[src/rtl/sevenseg_scan_ctrl.sv]
// Scan controller for a 4-digit common-anode 7-segment display.
// Double-buffered value/dot mask, guard band per slot, leading-zero blanking.
module sevenseg_scan_ctrl #(
   parameter int REFRESH_DIV  = 100000,
   parameter int GUARD_CYCLES = 1000
) (
   input  logic        clk,
   input  logic        rst_n,
   input  logic [15:0] value_in,
   input  logic [3:0]  dp_mask_in,
   input  logic        load,
   input  logic        lz_blank,
   output logic [3:0]  data,
   output logic [3:0]  en_seg,
   output logic        dt,
   output logic        frame_done
);

   localparam int CW = (REFRESH_DIV > 1) ? $clog2(REFRESH_DIV) : 1;
   localparam logic [CW-1:0] CNT_MAX = CW'(REFRESH_DIV - 1);
   localparam logic [CW-1:0] GUARD   = CW'(GUARD_CYCLES);

   typedef enum logic [1:0] {
      DIG0 = 2'd0,
      DIG1 = 2'd1,
      DIG2 = 2'd2,
      DIG3 = 2'd3
   } dig_e;

   // slot counter and digit index
   logic [CW-1:0] cnt_q, cnt_d;
   dig_e          dig_q, dig_d;
   logic          wrap;
   logic          bnd;

   // display buffers
   logic [15:0] shadow_q, shadow_d;
   logic [3:0]  dps_q, dps_d;
   logic [15:0] pend_q, pend_d;
   logic [3:0]  pdp_q, pdp_d;
   logic        pflag_q, pflag_d;

   // output registers
   logic [3:0] data_q, data_d;
   logic [3:0] en_q, en_d;
   logic       dt_q, dt_d;
   logic       fd_q, fd_d;

   // helpers for the output path, evaluated on the next state
   logic [1:0] dsel;
   logic [3:0] blank;
   logic       guard;

   assign wrap = (cnt_q == CNT_MAX);
   assign bnd  = wrap && (dig_q == DIG3);

   // slot counter: 0..REFRESH_DIV-1 then wrap
   always_comb begin
      cnt_d = cnt_q + 1'b1;
      if (wrap) begin
         cnt_d = '0;
      end
   end

   // digit sequencer: advance one digit on every slot wrap
   always_comb begin
      dig_d = dig_q;
      if (wrap) begin
         unique case (dig_q)
            DIG0:    dig_d = DIG1;
            DIG1:    dig_d = DIG2;
            DIG2:    dig_d = DIG3;
            DIG3:    dig_d = DIG0;
            default: dig_d = DIG0;
         endcase
      end
   end

   // pending capture and frame-boundary shadow update
   always_comb begin
      pend_d   = pend_q;
      pdp_d    = pdp_q;
      pflag_d  = pflag_q;
      shadow_d = shadow_q;
      dps_d    = dps_q;
      if (load) begin
         pend_d = value_in;
         pdp_d  = dp_mask_in;
      end
      if (bnd) begin
         pflag_d = 1'b0;
         if (load) begin
            shadow_d = value_in;
            dps_d    = dp_mask_in;
         end else if (pflag_q) begin
            shadow_d = pend_q;
            dps_d    = pdp_q;
         end
      end else if (load) begin
         pflag_d = 1'b1;
      end
   end

   // leading-zero blanking on the buffer that will be displayed
   always_comb begin
      blank    = 4'b0000;
      blank[3] = lz_blank && (shadow_d[15:12] == 4'h0) && !dps_d[3];
      blank[2] = lz_blank && (shadow_d[15:8] == 8'h00) && !dps_d[2];
      blank[1] = lz_blank && (shadow_d[15:4] == 12'h000) && !dps_d[1];
   end

   // next output values; registered so outputs track the state registers
   always_comb begin
      dsel   = dig_d;
      guard  = (cnt_d < GUARD);
      data_d = 4'h0;
      unique case (dsel)
         2'd0:    data_d = shadow_d[3:0];
         2'd1:    data_d = shadow_d[7:4];
         2'd2:    data_d = shadow_d[11:8];
         2'd3:    data_d = shadow_d[15:12];
         default: data_d = 4'h0;
      endcase
      dt_d = ~dps_d[dsel];
      en_d = ~(4'b0001 << dsel);
      if (guard || blank[dsel]) begin
         en_d = 4'hF;
      end
      fd_d = bnd;
   end

   // counter and digit state
   always_ff @(posedge clk or negedge rst_n) begin
      if (!rst_n) begin
         cnt_q <= '0;
         dig_q <= DIG0;
      end else begin
         cnt_q <= cnt_d;
         dig_q <= dig_d;
      end
   end

   // buffer state; a reset drops any pending load
   always_ff @(posedge clk or negedge rst_n) begin
      if (!rst_n) begin
         shadow_q <= '0;
         dps_q    <= '0;
         pend_q   <= '0;
         pdp_q    <= '0;
         pflag_q  <= 1'b0;
      end else begin
         shadow_q <= shadow_d;
         dps_q    <= dps_d;
         pend_q   <= pend_d;
         pdp_q    <= pdp_d;
         pflag_q  <= pflag_d;
      end
   end

   // output registers
   always_ff @(posedge clk or negedge rst_n) begin
      if (!rst_n) begin
         data_q <= 4'h0;
         en_q   <= 4'hF;
         dt_q   <= 1'b1;
         fd_q   <= 1'b0;
      end else begin
         data_q <= data_d;
         en_q   <= en_d;
         dt_q   <= dt_d;
         fd_q   <= fd_d;
      end
   end

   assign data       = data_q;
   assign en_seg     = en_q;
   assign dt         = dt_q;
   assign frame_done = fd_q;

endmodule

[config.mk]
export PLATFORM = sky130hd
export DESIGN_NAME = sevenseg_scan_ctrl
export DESIGN_NICKNAME = d
export VERILOG_FILES = /design/src/rtl/sevenseg_scan_ctrl.sv
export SDC_FILE = /design/constraint.sdc
export NUM_CORES = 1
export LEC_CHECK = 0
export CAP_MARGIN = 25
export CORE_MARGIN = 4
export CORE_UTILIZATION = 60
export DETAILED_ROUTE_END_ITERATION = 7
export DONT_BUFFER_PORTS = 1
export MAX_ROUTING_LAYER = met4
export PLACE_DENSITY = 0.78
export SYNTH_ARGS = -nofsm -noshare
export SYNTH_HDL_FRONTEND = slang
export SYNTH_SLANG_ARGS = --single-unit
[constraint.sdc]
create_clock -name clk -period 3.11 [get_ports clk]
set_input_delay 0 -clock clk [delete_from_list [all_inputs] [get_ports clk]]
set_output_delay 0 -clock clk [all_outputs]
set_load 0.02 [all_outputs]
# Word level (Yosys, flattened, before mapping)
# Index checks and enable logic that the tools add are counted.
[word_totals] latchBits=0 register_bits=70 wordCells=58 output_inout_bits=10 inputBits=24 n_memories=0 romBits=0 ram_bits=0
[op_classes] div=0 n_shift=1 mul=0 n_eq_ne=7 bitwise=2 add_sub_neg=1 reduce_logical=17 n_mux=17 order_cmp=2
[ops] operator="2-to-1 mux 16 bit" n=3
[ops] operator="adder 17 x 1 -> 17 bit, second input constant" n=1
[ops] operator="== test 17 bit, second input constant" n=1
[ops] operator="< comparator 17 x 10 -> 1 bit, second input constant" n=1
[ops] operator="2-to-1 mux 17 bit" n=1
[ops] operator="2-to-1 mux 4 bit" n=4
[ops] operator="case mux 4 bit (4 select lines)" n=1
[ops] operator="zero test 12 bit" n=1
[ops] operator="== test 2 bit, second input constant" n=4
[ops] operator="zero test 8 bit" n=1
[ops] operator="case mux 2 bit (4 select lines)" n=1
[ops] operator="logical AND 1 bit" n=7
[ops] operator="binary-select mux 1 bit (select 2 bit)" n=2
[ops] operator="== test 2 x 1 -> 1 bit, second input constant" n=2
[ops] operator="zero test 2 bit" n=2
[ops] operator="zero test 4 bit" n=1
[ops] operator="2-to-1 mux 1 bit" n=4
[ops] operator="NOT 4 bit" n=1
[ops] operator="<< shifter 1 x 2 -> 4 bit, first input constant" n=1
[ops] operator="zero test 1 bit" n=3
[ops] operator="< comparator 2 x 3 -> 1 bit, second input constant" n=1
[ops] operator="2-to-1 mux 2 bit" n=1
[ops] operator="nonzero test 2 bit" n=1
[ops] operator="logical OR 1 bit" n=1
[ops] operator="NOT 1 bit" n=1

# Longest topological paths before layout
[depth] word_depth=10 depth_mapped=10 mapped_depth_nobuf=9

# Worst setup path before layout
# No wires, ideal clock.
[synth_path] kind="register to register" from="reg cnt_q[0]" to="reg en_q[1], in the netlist en_seg[1]" t_required_ps=3025 setup_ps=85 synth_period_minus_slack_ps=2241 stages_incl_launch_ff=11 slack_ps=869 arrival_time_ps=2157 path_cell_list="dfrtp_1 > ha_1 > and4b_1 > and3_1 > buf_6 > nand2_4 > mux2i_4 > inv_2 > a2111oi_4 > nand4_1 > o2111ai_1"
[synth_between] word_cells_on_any_way=26 classes_between="add/sub (1); order compare (1); eq/ne (1); shift (1); mux (7); bitwise (1); reduce/logical (14)"
[synth_lines] element="from (decl)" line_no="31" source="logic [CW-1:0] cnt_q, cnt_d;"
[synth_lines] element="from (signal assigned)" line_no="138" source="cnt_q <= cnt_d;"
[synth_lines] element="== test 17 bit" line_no="54" source="assign wrap = (cnt_q == CNT_MAX);"
[synth_lines] element="logical AND 1 bit" line_no="55" source="assign bnd = wrap && (dig_q == DIG3);"
[synth_lines] element="2-to-1 mux 4 bit" line_no="90" source="if (bnd) begin"
[synth_lines] element="net dps_d[3]" line_no="38" source="logic [3:0] dps_q, dps_d;"
[synth_lines] element="zero test 1 bit" line_no="107" source="blank[3] = lz_blank && (shadow_d[15:12] == 4'h0) && !dps_d[3];"
[synth_lines] element="logical AND 1 bit" line_no="107"
[synth_lines] element="binary-select mux 1 bit (select 2 bit)" line_no="126" source="if (guard || blank[dsel]) begin"
[synth_lines] element="2-to-1 mux 1 bit (not written as such)" line_no="126"
[synth_lines] element="logical OR 1 bit" line_no="126"
[synth_lines] element="2-to-1 mux 4 bit" line_no="126"
[synth_lines] element="net en_d[1]" line_no="45" source="logic [3:0] en_q, en_d;"
[synth_lines] element="to (signal assigned)" line_no="169" source="en_q <= en_d;"
[synth_lines] element="to (decl)" line_no="45"
# The timed path passes the listed nets, and every way through them passes these cells. The select of a mux whose other input is x is not followed.
# A chain may end at the register's enable or synchronous reset.

# Final worst setup path
[layout_path] from="reg cnt_q[0]" to="reg en_q[1], in the netlist en_seg[1]"
[layout_between] elab_chain_cells=10 word_cells_on_any_way=26 classes_between="add/sub (1); order compare (1); eq/ne (1); shift (1); mux (7); bitwise (1); reduce/logical (14)"
[layout_lines] element="parallel branches: the longest is 9 deep, another holds adder 17 x 1 -> 17 bit"
[layout_lines] element="2-to-1 mux 4 bit *" line_no="126"
[layout_lines] element="net en_d[1]" line_no="45"
# Mark *: on every way through the listed nets, which the timed path passes. The select of a mux whose other input is x is not followed.

==> impl_metrics.csv <==
group,metric,value,unit
power,leakage_component_of_the_power,0.00187,uW
die,row_count,27,
critical_path,critical_path.startpoint,"cnt_q[0]$_DFF_PN0_",
logic_synthesis,post_synth_net_total,358,
critical_path,element_type_at_the_critical_path_start,"flip-flop",
logic_synthesis,synth.area.top_cells,"dfrtp_1, mux2_2, nand2_1",
logic_synthesis,synth-seq-cells,70,
power,power,2070,uW
sta,worst_slew_pin_slew,654,ps
die,initial_utilization,62.1,%
critical_path,timing.rr.end,"en_seg[1]$_DFF_PN1_",
sta,finalSetupViolations,0,
logic_synthesis,synth_cell_type_count,52,
place,dpl.hpwl,5.16,mm
logic_synthesis,part_of_the_yosys_area_used_for_sequential_elements,51.1,%
route,wire_per_inst,17.3,um
sta,fin_crit_sh,90.1,%
grt,grt_pass1_vias,2640,
logic_synthesis,cell_type_with_the_largest_total_area_after_synthesis,"dfrtp_1",
clocking,clk_pin_slew_worst_paths,80,ps
clocking,post_cts_resized,0,
route,drt_wirelength,7.51,mm
die,floorplan.die.height,83.7,um
clocking,cts_max_level,3,
route,ant_nets_after_route,0,
logic_synthesis,ys_flop_type,"dfrtp_1",
critical_path,required_time_at_the_endpoint_of_the_critical_path,3380,ps
critical_path,end_kind,"flip-flop",
sta,post_route_setup_tns,0,ps
place,placed_cell_area,3490,sq um
logic_synthesis,cell_area_after_synthesis,3440,sq um
clocking,root_buffer,"clkbuf_8",
logic_synthesis,synthArstFlopShare,100,%
place,port_buffer_count,0,
logic_synthesis,avg_cell_area_syn,10.4,sq um
critical_path,worst_r2r_startpoint,"cnt_q[0]$_DFF_PN0_",
route,drt-initial-drc-count,164,
place,dpl.cell_count,393,
sta,setup_repair_after_global_routing_missed_its_margin,"no",
logic_synthesis,yosysTopAreaCellShare,47.3,%
critical_path,crit_path_max_fanout,17,
power,largest_voltage_drop_on_the_vdd_net,0.432,mV
logic_synthesis,synth_enable_flop_cells,0,
grt,grt_max_degree,71,
die,die_span_in_x,83.7,um
critical_path,reg2regPathDepth,8,
sta,timing_hold_violations_final,0,
sta,final-max-slew-violation-count,0,
clocking,max-clock-path-buffers,2,
sta,clock_period_minus_worst_slack,2800,ps
logic_synthesis,syn-instance-count,330,
logic_synthesis,yosysWarningCount,0,
critical_path,worst_setup_path_endpoint,"en_seg[1]$_DFF_PN1_",
critical_path,regToRegSetupSlack,310,ps
die,fp.dieArea,7010,sq um
critical_path,cp.arrival,3070,ps
grt,grt_util_all_layers,23.4,%
route,router_iterations_before_antenna_repair,4,
power,areal_power_density_over_the_cells,511,nW/um^2
sta,slew_headroom,56.3,%
critical_path,path_class,"reg -> reg",
layout,final_core_util,73.2,%
layout,final_cell_area,4060,sq um
route,vias,2574,
layout,filler_cell_count,371,
layout,final_layout_size_suffix_gt1_share,15.2,%
die,number_of_i_o_pins,34,
clocking,clock_sink_count,70,
layout,layout.cells.non_filler,434,
logic_synthesis,synthTopCellsByCount,"dfrtp_1, nand2_1, inv_1, mux2_2, o21ai_0",
flow_run,max-cap-violations,0,
layout,final_net_count,385,
clocking,postCtsSetupBuffers,0,
clocking,clk_latency,350,ps
status,status,"complete, no violations",
grt,initial_antenna_violation_count,0,
place,gpl.final_weighted_congestion,0.885,
die,core_box_area,5540,sq um
hold_path,hold_class,"in -> reg",
grt,grt_first_pass_wirelength,12.6,mm
layout,layout-area-overhead-vs-synth,17.9,%
layout,antenna_cells,0,
route,remaining_drc_errors,0,
sta,maxClockFrequency,0.357,GHz
clocking,cts_tree,"done",
clocking,cts_buffers,9,
sta,timing.clock.skew,10.9,ps
clocking,cts_hold_repair.buffers,24,
grt,gr-total-overflow,0,
logic_synthesis,most_frequent_cell_after_synthesis,"dfrtp_1",
route,routed_via_density,5.93,
[power breakdown]
group,internal (uW),switching [uW]
clock,659,335
combinational,59.6,62.0
sequential,943,14.5
[state kept, by name, indices dropped and copies added, names as in the netlist]
| register | flops |
|---|---|
| cnt_q | 17 |
| data | 4 |
| dig_q | 2 |
| dps_q | 4 |
| dt | 1 |
| en_seg | 4 |
| frame_done | 1 |
| pdp_q | 4 |
| pend_q | 16 |
| pflag_q | 1 |
| shadow_q | 16 |
[worst max-delay path: stages, from the launching register on]
cell and delay (ps):
dfrtp_1 400, ha_1 240, and4b_1 260, and4_1 240
nand3_1 440, nand2_1 200, nor3b_1 470, nand4_1 210
o2111ai_1 260
[cell usage in the layout (no fill, tap or decap), types with 5 or more instances in the layout]
cell	count
inv_1	24
nand2_1	40
xnor2_1	7
nor3_1	9
dfstp_2	5
nand4_1	6
mux2i_1	12
dlygate4sd3_1	23
nor2_1	18
nand3_1	18
clkbuf_8	11
mux2_2	21
a21oi_1	13
dfrtp_1	65
o21ai_0	19
xor2_1	6
[stage by stage]
step	hold slack, ps	worst slack (ps)
6_report	17.5	308
4_1_cts	8.58	320
2_1_floorplan	-296	869
3_5_place_dp	-293	381
5_1_grt	90.5	38.3
3_3_place_gp	-294	509
[cell type report]
type | count | area, sq um | share of cell area, %
repair buffers | 27 | 300 | 7.41
inverters | 25 | 93.8 | 2.31
flip-flops and latches | 70 | 1760 | 43.4
clock buffers | 11 | 151 | 3.73
multi-input cells | 224 | 1530 | 37.8
well taps | 72 | 90.1 | 2.22
clock inverters | 5 | 129 | 3.18
[routing by layer]
layer | track usage (%) | share of wire (%)
met5 | - | 0
met2 | 38.5 | 49
met3 | 6.71 | 6.3
met4 | 5.56 | 1.7
met1 | 28.6 | 43
[logic make-up (layout without fill, tap and decap cells)]
logic type / count (synthesis) / after routing / share of synthesized area [%]
simple gates: 117 / 117 / 17.7
flops: 70 / 70 / 51.1
compound gates: 56 / 56 / 11.1
buf+inv: 36 / 68 / 4.29
mux: 34 / 34 / 11.0
xor+xnor: 13 / 13 / 3.31
fa+ha+maj: 4 / 4 / 1.46
[worst min path at each step]
| stage | from | endpoint | slack (ps) | cells after the start |
|---|---|---|---|---|
| final | value_in[1] | shadow_q[1]$_DFF_PN0_ | 20 | 4 |
| after CTS | value_in[1] | shadow_q[1]$_DFF_PN0_ | 9 | 4 |
| after global routing | value_in[1] | shadow_q[1]$_DFF_PN0_ | 90 | 4 |
| after global placement | rst_n | pdp_q[0]$_DFFE_PN0P_ | -290 | 0 |
| after floorplan | rst_n | cnt_q[0]$_DFF_PN0_ | -300 | 0 |
| after detailed placement | rst_n | dps_q[0]$_DFF_PN0_ | -290 | 0 |
Note: power is estimated with default switching activity, not from simulation.
